**src/rtl/tap_window_shift.sv**
```systemverilog
// Tap-window delay line: DEPTH-stage pixel shift register with registered newest/centre/oldest taps.
// Optional threshold comparators are built only when THRESH_CMP_EN is defined.
module tap_window_shift #(
  parameter int DATA_W = 8,
  parameter int DEPTH  = 7,
  parameter int CENTER = 3
) (
  input  logic              clk,
  input  logic              reset,
  input  logic              in_valid,
  output logic              in_ready,
  input  logic [DATA_W-1:0] in_data,
  input  logic              line_start,
  output logic              out_valid,
  input  logic              out_ready,
  output logic [DATA_W-1:0] tap_new,
  output logic [DATA_W-1:0] tap_ctr,
  output logic [DATA_W-1:0] tap_old
`ifdef THRESH_CMP_EN
  ,
  input  logic [DATA_W-1:0] thresh,
  output logic [1:0]        brighter,
  output logic [1:0]        darker
`endif
);

  localparam int FILL_W = $clog2(DEPTH + 1);
  localparam logic [FILL_W-1:0] FILL_MAX = FILL_W'(DEPTH);
  localparam logic [FILL_W-1:0] FILL_ONE = FILL_W'(1);

  logic [DATA_W-1:0] stage_q [DEPTH];
  logic [DATA_W-1:0] stage_d [DEPTH];
  logic [FILL_W-1:0] fill_q, fill_d;
  logic              out_valid_q, out_valid_d;
  logic [DATA_W-1:0] tap_new_q, tap_new_d;
  logic [DATA_W-1:0] tap_ctr_q, tap_ctr_d;
  logic [DATA_W-1:0] tap_old_q, tap_old_d;
  logic              accept_s;

  assign in_ready  = !out_valid_q || out_ready;
  assign accept_s  = in_valid && in_ready;
  assign out_valid = out_valid_q;
  assign tap_new   = tap_new_q;
  assign tap_ctr   = tap_ctr_q;
  assign tap_old   = tap_old_q;

  // Next-state: shift and reload taps on accept, drop valid on a pure consume, else hold.
  always_comb begin
    stage_d     = stage_q;
    fill_d      = fill_q;
    out_valid_d = out_valid_q;
    tap_new_d   = tap_new_q;
    tap_ctr_d   = tap_ctr_q;
    tap_old_d   = tap_old_q;
    if (accept_s) begin
      stage_d[0] = in_data;
      for (int k = 1; k < DEPTH; k++) begin
        stage_d[k] = stage_q[k-1];
      end
      // A line restart wins over window completion so no window straddles two lines.
      if (line_start) begin
        fill_d = FILL_ONE;
      end else if (fill_q == FILL_MAX) begin
        fill_d = FILL_MAX;
      end else begin
        fill_d = fill_q + FILL_ONE;
      end
      out_valid_d = (fill_d == FILL_MAX);
      tap_new_d   = in_data;
      tap_ctr_d   = stage_q[CENTER-1];
      tap_old_d   = stage_q[DEPTH-2];
    end else if (out_valid_q && out_ready) begin
      out_valid_d = 1'b0;
    end else begin
      out_valid_d = out_valid_q;
    end
  end

  // State and tap registers.
  always_ff @(posedge clk or posedge reset) begin
    if (reset) begin
      for (int k = 0; k < DEPTH; k++) begin
        stage_q[k] <= '0;
      end
      fill_q      <= '0;
      out_valid_q <= 1'b0;
      tap_new_q   <= '0;
      tap_ctr_q   <= '0;
      tap_old_q   <= '0;
    end else begin
      stage_q     <= stage_d;
      fill_q      <= fill_d;
      out_valid_q <= out_valid_d;
      tap_new_q   <= tap_new_d;
      tap_ctr_q   <= tap_ctr_d;
      tap_old_q   <= tap_old_d;
    end
  end

`ifdef THRESH_CMP_EN
  // Comparisons widen by one bit so the threshold sums cannot wrap.
  function automatic logic is_brighter(input logic [DATA_W-1:0] tap_v,
                                       input logic [DATA_W-1:0] ctr_v,
                                       input logic [DATA_W-1:0] thr_v);
    return {1'b0, tap_v} > ({1'b0, ctr_v} + {1'b0, thr_v});
  endfunction

  function automatic logic is_darker(input logic [DATA_W-1:0] tap_v,
                                     input logic [DATA_W-1:0] ctr_v,
                                     input logic [DATA_W-1:0] thr_v);
    return ({1'b0, tap_v} + {1'b0, thr_v}) < {1'b0, ctr_v};
  endfunction

  logic [1:0] brighter_q, brighter_d;
  logic [1:0] darker_q, darker_d;

  assign brighter = brighter_q;
  assign darker   = darker_q;

  // Flags follow the post-shift tap values and hold with the taps otherwise.
  always_comb begin
    brighter_d = brighter_q;
    darker_d   = darker_q;
    if (accept_s) begin
      brighter_d[0] = is_brighter(stage_q[DEPTH-2], stage_q[CENTER-1], thresh);
      brighter_d[1] = is_brighter(in_data, stage_q[CENTER-1], thresh);
      darker_d[0]   = is_darker(stage_q[DEPTH-2], stage_q[CENTER-1], thresh);
      darker_d[1]   = is_darker(in_data, stage_q[CENTER-1], thresh);
    end else begin
      brighter_d = brighter_q;
      darker_d   = darker_q;
    end
  end

  // Flag registers.
  always_ff @(posedge clk or posedge reset) begin
    if (reset) begin
      brighter_q <= 2'b00;
      darker_q   <= 2'b00;
    end else begin
      brighter_q <= brighter_d;
      darker_q   <= darker_d;
    end
  end
`endif

endmodule

```
**config.mk**
```make
export PLATFORM = sky130hd
export DESIGN_NAME = tap_window_shift
export DESIGN_NICKNAME = d
export VERILOG_FILES = /design/src/rtl/tap_window_shift.sv
export SDC_FILE = /design/constraint.sdc
export NUM_CORES = 1
export LEC_CHECK = 0
export BUFFER_PORTS_ARGS = -buffer_cell sky130_fd_sc_hd__buf_2
export CAP_MARGIN = 40
export CORE_MARGIN = 2
export CORE_UTILIZATION = 45
export DETAILED_ROUTE_END_ITERATION = 7
export PLACE_DENSITY_LB_ADDON = 0.15
export SLEW_MARGIN = 25
export SYNTH_ARGS = -nofsm -noshare
export SYNTH_HDL_FRONTEND = slang
export SYNTH_SLANG_ARGS = --single-unit
```
**constraint.sdc**
```tcl
create_clock -name clk -period 4.93 [get_ports clk]
set_input_delay 0.2465 -clock clk [delete_from_list [all_inputs] [get_ports clk]]
set_output_delay 0.2465 -clock clk [all_outputs]
set_load 0.05 [all_outputs]
```
* Word-level counts from Yosys, hierarchy flattened
Index checks and enable logic that the tools add are counted.
Operators by class: reductions and logical operators 5, eq/ne operators 2, add/subtract/negate cells 1, mux-type cells 5
Operator list (count):
- 3-bit 2-to-1 mux | 3
- 3-bit == test (second input constant) | 2
- 3-bit by 1-bit adder with 3-bit output (second input constant) | 1
- 1-bit logical AND | 2
- 1-bit 2-to-1 mux | 2
- 2-bit nonzero test | 1
- 1-bit logical NOT | 1
- 1-bit logical OR | 1
Word-level totals: output and inout port bits 26, flip-flop bits (word level) 60, input port bits 13

* Longest topological paths before layout
Gate-level depths: netlist of run 1.
depth after elaboration 6, gate-level depth with buffers 5

* Least setup slack after synthesis of run 1
No wires, ideal clock.
path kind register -> register, start register out_valid_q (netlist: out_valid), end register tap_ctr_q[0] (netlist: tap_ctr[0]), required time 4.805 ns, library setup time 0.125 ns, cell stages (with the launch flop) 6, path slack 3.143 ns, clock period less this slack 1.787 ns, arrival 1.662 ns, cell sequence dfrtp_1 > nand2b_4 > and2_4 > buf_6 > buf_6 > mux2_4
On the way: longest elaborated chain between the ends 3
Ends and longest elaborated chain:
- start, declared | RTL line 34 | logic out_valid_q, out_valid_d;
- start signal, assigned | RTL line 93 | out_valid_q <= out_valid_d;
- 1-bit logical NOT | RTL line 40 | assign in_ready = !out_valid_q || out_ready;
- 1-bit logical OR | RTL line 40
- net in_ready | RTL line 11 | output logic in_ready,
- 1-bit logical AND | RTL line 41 | assign accept_s = in_valid && in_ready;
- end signal, assigned | RTL line 95 | tap_ctr_q <= tap_ctr_d;
- end, declared | RTL line 36 | logic [DATA_W-1:0] tap_ctr_q, tap_ctr_d;
The timed path passes the listed nets, and every way through them passes these cells. A chain may end at the register's enable or synchronous reset.

* Worst setup path in the final report of run 1
start register out_valid_q (netlist: out_valid), end register tap_new_q[0] (netlist: tap_new[0])
On the way: longest elaborated chain between the ends 3
Ends and longest elaborated chain:
- 1-bit logical NOT | RTL line 40
- 1-bit logical OR | RTL line 40
- 1-bit logical AND | RTL line 41
- end signal, assigned | RTL line 94 | tap_new_q <= tap_new_d;
- end, declared | RTL line 35 | logic [DATA_W-1:0] tap_new_q, tap_new_d;
No other way between the ends.

==> out/results.ini, run 1 <==
[cts]
clk_latency_ns=0.32
holdBufCountCts=0
postCtsSetupRepairBufs=0
cts.repair.resized=0
h-tree-depth=3
clock_sinks=60
clockRootBuffer=clkbuf_8
cts_buffers=9
cts_max_path_buffers=2
clkSlewWorstSetupHoldPaths_ns=0.06
cts_tree=built

[logic_synthesis]
synth_seq_cells=60
synth_ff_type=dfrtp_1
async_reset_ff_share_pct=100.0
yosys.area.top_type=dfrtp_1
synth_nets=171
yosysTopAreaCellShare_pct=61.35
netlist_area_sq_um=2447
postSynthAreaPerCell_sq_um=15.59
synth_cells=157
ys_seq_area_share_pct=61.35
yosys-top-cells-area=dfrtp_1 (61%), mux2_2 (22%), buf_4 (4.9%), mux2_4 (4.9%), buf_6 (0.92%)
synth_cell_type_count=19
synth_edf_count=0
yosysWarningCount=0

[route]
drtAntennaViolNets=0
drt-total-wl_um=3628
drtPass1Iterations=4
drtIter0Drc=46
wl_per_cell_um=14.06
via_count=1273
post-route-drc-count=0
vias_per_cell=4.934

[floorplan]
num_rows=26
die_h_um=77.75
core_sq_um=5172
dieWidth_um=77.75
ios=39
start_util_pct=47.31
die_area_sq_um=6044

[timing]
finClkSkew_ns=0.003703
drv_slew=0
post-route-period-util_pct=32.07
max_freq_mhz=632.4
grt_setup_unrepaired=no
finalCriticalPeriod_ns=1.581
tightest_slew_ns=0.7288
setup_viol_count_final=0
hold_viol_final=0
setup_ws_ns=3.349
setup_tns_ns=0
max-slew-margin-rel_pct=51.41

[pwr]
sw_frac_of_total_pct=36.60
combinationalPowerShare_pct=34.2
p_clk_share_pct=20.1
power_mw=1.663
vdd_drop_max_mv=0.3005
p_sw_uw=608.7
seq_power_share_pct=45.7
p_int_mw=1.054
p_leak_nw=1.246
powerDensity_nw_per_um2=610.5

[cells_and_area]
layout_common_cells=dfrtp_1 (60), mux2_2 (48), buf_2 (38)
multi_input_area_sq_um=775.7
num_antenna_cells=0
nets=200
drive_above_1_share_pct=57.45
utilization_pct=52.66
final.fill_count=447
area_growth_pct=11.30
seqCellArea_sq_um=1501
final_common_cell=dfrtp_1

[global_routing]
track_usage_pct=13.82
grt_start_max_net_pins=61
antenna_found_initial=0
grt_pass1_wl_um=6341
grt_overflow=0
grt_pass1_vias=1305

[outcome]
status=finished, final reports clean

[hold_path]
hp-class=input port to flip-flop

[run]
maxCapViolations=0

[setup_path]
critical_path_class=flip-flop to flip-flop
cp_max_fo=39
startpoint_type=flip-flop
cp_data_arrival_time_ns=1.78
endpoint_kind=flip-flop
crit_required_ns=5.13

[place]
routabilityCongestion=0.6538
pre_cts_slack_ns=3.346
io_buffers=38
dp_hpwl_um=2410

-- worst paths after layout --
kind | start | to | slack [ns] | cells past startpoint
worst max-delay path | out_valid | tap_new[0] | 3.35 | 3
worst min-delay path | line_start | fill_q[2] | 0.12 | 2
worst max register to register | out_valid | tap_new[0] | 3.35 | 3
worst min register to register | fill_q[1] | fill_q[1] | 0.50 | 1
max in group asynchronous | reset | stage_q[40] | 4.33 | 3
min in group asynchronous | reset | tap_old[4] | 0.13 | 3
-- cell usage after synthesis, drive strengths merged, types with 2 or more instances --
| cell | instances |
|---|---|
| a21oi | 3 |
| a31oi | 2 |
| buf | 22 |
| dfrtp | 60 |
| inv | 2 |
| mux2 | 56 |
| nand2 | 2 |
| nand2b | 3 |
-- worst max-delay path, stage by stage, from the launching register on --
cell and delay [ns]:
dfrtp_1 0.40, nand2b_4 0.11, and2_4 0.52, mux2_2 0.40
-- final cells by class --
class | count | share of cell area (%)
multi-input combinational | 73 | 28.48
tap | 70 | 3.215
timing repair buffer | 40 | 7.809
clock buffer | 13 | 5.099
inverter | 2 | 0.2756
sequential | 60 | 55.12
-- metal layers --
metal	up-vias	global-route usage, %	wire length (um)
met5	-	0	0
met4	0	8.571	87
met3	7	3.837	185
met2	35	21.12	1701
met1	648	17.38	1653
li1	583	-	-
-- registers in the layout (all words and copies together) (netlist names) --
| register | flops |
|---|---|
| tap_new | 8 |
| tap_ctr | 8 |
| stage_q | 32 |
| tap_old | 8 |
| out_valid | 1 |
| fill_q | 3 |
-- per-stage QoR --
stage / hold WS [ns] / cell area, sq um / instances
2_1_floorplan: 0.3326 / 2447 / 157
3_3_place_gp: 0.4452 / 2570 / 244
3_5_place_dp: 0.4549 / 2585 / 245
4_1_cts: 0.1038 / 2724 / 258
5_1_grt: 0.1258 / 2724 / 258
6_report: 0.1212 / 2724 / 258
-- cell families after synthesis --
logic type      share of synthesized area [%]
flops                                   61.35
buf+inv                                 6.953
compound gates                          2.045
simple gates                            2.147
mux                                     26.99
fa+ha+maj                              0.5112
-- power by group through the flow --
stage	logic, mW	clock network [mW]	registers, mW
floorplan	0.397	0	0.865
global placement	0.560	0	0.759
detailed placement	0.576	0	0.772
CTS	0.576	0.348	0.763
global route	0.601	0.370	0.789
finish	0.568	0.334	0.760
No activity file was read; power rests on OpenSTA's default activity.
==> run 2, diff against run 1 <==
Settings changed: ABC_AREA set to 1.
Clock period 4.93 ns to 1.3 ns, I/O delays scaled along.
==> run 2 against run 1 <==
Final cell count up 45%; total power rose to 2.9 times the previous value; critical path type is now flip-flop to output pin; setup slack worse by 3.2 ns; critical path depth down 1; sequential power rose to 3.1 times the previous value; die area up 2.3%; clock skew up 0.00080 ns; synthesized cell count up 68%; critical endpoint is now in_ready; highest routed layer unchanged.
==> out/results.ini, run 2 <==
[outcome]
status=finished, final reports clean

[cts]
cts_tree=built
clock_sinks=60
clkSlewWorstSetupHoldPaths_ns=0.06
cts_buffers=9
postCtsSetupRepairBufs=0
clockRootBuffer=clkbuf_8
clk_latency_ns=0.34
cts_max_path_buffers=2
h-tree-depth=3

[route]
met3_length_um=203
drtIter0Drc=66
wl_met2_um=1842
drt-total-wl_um=4018
via_count=1690
wl_per_cell_um=10.71
drtAntennaViolNets=0
wl_met1_um=1864
vias_per_cell=4.507
top_layer=met4
post-route-drc-count=0
drtPass1Iterations=4

[cells_and_area]
area_growth_pct=17.27
largest_register_ffs=32
drive_above_1_share_pct=27.72
utilization_pct=54.06
layout_common_cells=nand2_1 (95), dfrtp_1 (59), buf_2 (38)
num_antenna_cells=0
regMostFlops=stage_q
nets=312
final_common_cell=nand2_1

[setup_path]
r2r_cells=6
reg2reg_from=out_valid
critical_path_class=flip-flop to output pin
cp_data_arrival_time_ns=1.12
startpoint_type=flip-flop
crit_required_ns=1.24
reg2reg_slack_ns=0.17
endpoint_kind=output pin
startpoint=out_valid
cp_max_fo=3

[pwr]
power_mw=4.840
p_leak_nw=1.533
p_int_mw=3.206
p_sw_mw=1.634
sw_frac_of_total_pct=33.77
combinationalPowerShare_pct=22.8
powerDensity_nw_per_um2=1646
vdd_drop_max_mv=0.8717
seq_power_share_pct=47.9
p_clk_share_pct=29.3

[logic_synthesis]
ys_seq_area_share_pct=59.88
yosys-top-cells-area=dfrtp_1 (60%), nand2_1 (14%), o21ai_0 (5.4%), buf_4 (4.8%), o21ai_2 (3.8%)
synth_most_common_cell=nand2_1
synth_seq_cells=60
synth_cells=263
synth_nets=277
async_reset_ff_share_pct=100.0
synth_ff_type=dfrtp_1
yosysTopAreaCellShare_pct=59.88
yosys-top-cells-count=nand2_1 (95), dfrtp_1 (60), o21ai_0 (27), inv_1 (23), buf_4 (16)
yosys.area.top_type=dfrtp_1
netlist_area_sq_um=2507
synth_cell_type_count=18
yosysWarningCount=0
postSynthAreaPerCell_sq_um=9.534
synth_edf_count=0

[timing]
tightest_slew_ns=0.3152
grt_setup_unrepaired=no
drv_slew=0
max-slew-margin-rel_pct=78.99
max_freq_mhz=846.2
hold_viol_final=0
setup_viol_count_final=0
holdWs_ns=0.01919
post-route-period-util_pct=90.90
finClkSkew_ns=0.004502
finalCriticalPeriod_ns=1.182

[floorplan]
dieWidth_um=78.65
ios=39
core_sq_um=5439
num_rows=27
start_util_pct=46.10
die_h_um=78.65
die_area_sq_um=6185

[run]
maxCapViolations=0

[hold_path]
hp-class=input port to flip-flop
hold_path_depth=4
hp-start=line_start

[global_routing]
grt_start_max_net_pins=61
grt_overflow=0
grt_pass1_vias=1644
antenna_found_initial=0
grt_pass1_wl_um=7079
track_usage_pct=15.21

[place]
io_buffers=38
dp_hpwl_um=2576
routabilityCongestion=0.7011

==> run 2: changes by cell type after synthesis, moves of 8 or more <==
cell / before / now
nand2_2: 0 / 10
inv_1: 2 / 23
o21ai_2: 0 / 11
mux2_2: 48 / 0
nand2_1: 2 / 95
o21ai_0: 1 / 27
mux2_4: 8 / 0
==> run 2: layout make-up <==
| class | count | area (sq um) |
|---|---|---|
| Tap cell | 72 | 90.09 |
| Inverter | 24 | 93.84 |
| Clock inverter | 5 | 27.53 |
| Fill cell | 522 | 2499 |
| Multi-Input combinational cell | 151 | 716.9 |
| Sequential cell | 60 | 1503 |
| Timing Repair Buffer | 52 | 367.9 |
| Clock buffer | 11 | 141.4 |
==> run 2: worst paths after layout <==
path | end
min in group asynchronous | stage_q[16]
worst max-delay path | in_ready
worst max register to register | fill_q[2]
worst min register to register | stage_q[13]
worst min-delay path | fill_q[2]
max in group asynchronous | stage_q[42]
==> run 2: power by group through the flow <==
stage | logic, mW | clock network, mW | registers [mW]
2_1_floorplan | 0.785 | 0 | 2.51
3_3_place_gp | 1.09 | 0 | 2.35
3_5_place_dp | 1.10 | 0 | 2.36
4_1_cts | 1.13 | 1.47 | 2.32
5_1_grt | 1.23 | 1.53 | 2.36
6_report | 1.11 | 1.42 | 2.32
==> run 2: logic make-up after synthesis <==
logic type	count (synthesis)	share of synthesized area [%]
fa+ha+maj	1	0.4989
simple gates	111	18.31
buf+inv	52	11.88
flops	60	59.88
compound gates	39	9.431
==> run 2: through the flow <==
stage               area (sq um)  setup WS, ns  setup TNS [ns]  cells
finish                      2940        0.1183               0    375
global route                2940       0.08284               0    375
CTS                         2940       0.09328               0    375
detailed placement          2681        0.1615               0    350
global placement            2681        0.1987               0    350
floorplan                   2521      -0.02605         -0.2567    263
==> run 2: timing repair <==
item / 4_1_cts / 5_1_grt
endpoints found under the setup margin: 0 / 0
hold buffers: 9 / 0
gates resized for setup: 0 / 0
hold endpoints to repair: 68 / 0
==> run 2: worst max-delay path, stage by stage, from the launching register on <==
cell and delay [ns]:
dfrtp_2 0.44, nand2_8 0.08, buf_2 0.26
==> run 2: metal layers <==
layer  vias to the layer above  track usage (%)
met5                         -                0
met4                         0            8.947
met3                         8            5.632
met2                        33            23.85
met1                       786            17.88
li1                        863                -
==> run 3, diff against run 2 <==
--- a/config.mk
+++ b/config.mk
@@ -12,7 +12,8 @@
 export CORE_UTILIZATION = 45
 export DETAILED_ROUTE_END_ITERATION = 7
-export PLACE_DENSITY_LB_ADDON = 0.15
+export PLACE_DENSITY = 0.66
 export SLEW_MARGIN = 25
 export SYNTH_ARGS = -nofsm -noshare
 export SYNTH_HDL_FRONTEND = slang
 export SYNTH_SLANG_ARGS = --single-unit
+export TNS_END_PERCENT = 5
==> constraint.sdc (replaced) <==
create_clock -name clk -period 1.3 [get_ports clk]
set_input_delay 0.195 -clock clk [delete_from_list [all_inputs] [get_ports clk]]
set_output_delay 0.195 -clock clk [all_outputs]
set_load 0.05 [all_outputs]
==> run 3 against run 2 <==
Design area shrank 3.0%; utilization shrank 1.6 points; sequential power is essentially flat; register-to-register slack lost 0.04 ns; clock skew grew 0.0015 ns; flip-flop and latch count is the same; total power shrank 0.55%; wire length grew 4.7%; largest cell class unchanged; highest routed layer unchanged.
==> out/results.ini, run 3 (synthesized netlist as in run 2, its figures left out) <==
[cts]
clockRootBuffer=clkbuf_8
cts_buffers=9
clkSlewWorstSetupHoldPaths_ns=0.07
cts_max_path_buffers=2
cts_tree=built
clock_sinks=60
h-tree-depth=3
clk_latency_ns=0.33

[timing]
max-slew-margin-rel_pct=81.73
holdWs_ns=0.06677
grt_setup_unrepaired=no
drv_slew=0
tightest_slew_ns=0.2735
setup_viol_count_final=0
finalCriticalPeriod_ns=1.236
max_freq_mhz=809.3
finClkSkew_ns=0.006041
hold_viol_final=0
post-route-period-util_pct=95.05

[route]
met3_length_um=203
post-route-drc-count=0
drt-total-wl_um=4206
via_count=1673
vias_per_cell=4.584
drtIter0Drc=111
top_layer=met4
wl_per_cell_um=11.52
drtAntennaViolNets=0
wl_met1_um=1982
wl_met2_um=1954
drtPass1Iterations=5

[floorplan]
num_rows=27
die_area_sq_um=6185
start_util_pct=46.10
dieWidth_um=78.65
ios=39
core_sq_um=5439
die_h_um=78.65

[cells_and_area]
final_common_cell=nand2_1
area_growth_pct=13.77
layout_common_cells=nand2_1 (95), dfrtp_1 (60), buf_2 (37)
num_antenna_cells=0
regMostFlops=stage_q
stdcell_count=365
nets=304
largest_register_ffs=32
drive_above_1_share_pct=27.65
utilization_pct=52.45
final.fill_count=517

[global_routing]
grt_overflow=0
grt_start_max_net_pins=51
antenna_found_initial=0
grt_pass1_vias=1696
track_usage_pct=15.44
grt_pass1_wl_um=7327

[place]
routabilityCongestion=0.7080
io_buffers=38
dp_hpwl_um=2702
numPlacedInstances=350

[pwr]
powerDensity_nw_per_um2=1687
p_int_mw=3.176
seq_power_share_pct=48.3
p_leak_nw=1.511
vdd_drop_max_mv=0.8607
power_mw=4.813
p_sw_mw=1.637
sw_frac_of_total_pct=34.02
p_clk_share_pct=29.0
combinationalPowerShare_pct=22.8

[hold_path]
hp-class=input port to flip-flop

[setup_path]
endpoint_kind=output pin
cp_max_fo=3
max_stage_delay_ns=0.41
startpoint_type=flip-flop
critical_path_class=flip-flop to output pin
cp_data_arrival_time_ns=1.04
crit_chain=nand2_4, buf_4
slowest_stage=dfrtp_1
crit_required_ns=1.11

[outcome]
status=finished, final reports clean

[run]
maxCapViolations=0

run 3: final timing paths:
check | start | endpoint | slack (ns) | cells past startpoint
worst max-delay path | out_valid | in_ready | 0.06 | 2
worst min register to register | stage_q[13] | tap_old[5] | 0.46 | 2
worst min-delay path | in_data[7] | tap_new[7] | 0.07 | 3
min in group asynchronous | reset | fill_q[2] | 0.35 | 3
worst max register to register | out_valid | stage_q[10] | 0.13 | 5
max in group asynchronous | reset | tap_new[4] | 0.53 | 4
run 3: routing by layer:
layer | GRT usage [%] | up-vias
met5 | 0 | -
met4 | 7.368 | 0
met3 | 5.172 | 7
met2 | 24.62 | 43
met1 | 18.84 | 784
li1 | - | 839
run 3: power groups by stage:
stage          combinational (mW)  clock [mW]  sequential [mW]
5_1_grt                      1.21        1.50             2.36
6_report                     1.10        1.39             2.32
4_1_cts                      1.12        1.44             2.33
3_5_place_dp                 1.11           0             2.36
3_3_place_gp                 1.08           0             2.35
2_1_floorplan               0.782           0             2.50
run 3: stage by stage:
stage | cell area, sq um | worst slack (ns) | TNS [ns]
global placement | 2684 | 0.1790 | 0
finish | 2853 | 0.06430 | 0
CTS | 2853 | 0.04532 | 0
global route | 2853 | 0.03035 | 0
detailed placement | 2684 | 0.1396 | 0
floorplan | 2511 | -0.2365 | -9.787
run 3: worst max-delay path, delay by kind of cell (launching register included):
| kind | cells | cell delay (ns) |
|---|---|---|
| flops | 1 | 0.41 |
| buf+inv | 1 | 0.20 |
| simple gates | 1 | 0.10 |
run 3: timing repair:
| item | 4_1_cts | 5_1_grt |
|---|---|---|
| resized for setup | 1 | 0 |
| hold buffers | 1 | 0 |
| buffers inserted | 0 | 0 |
| setup endpoints to repair | 1 | 0 |
| hold endpoints to repair | 8 | 0 |
run 3: cell type report:
cell class	count	area (sq um)	area share, %
inverter	24	93.84	3.289
multi-input combinational	151	708.2	24.82
clock buffer	11	141.4	4.956
sequential	60	1501	52.63
timing repair buffer	44	302.8	10.61
tap	72	90.09	3.158
clock inverter	3	15.01	0.5263
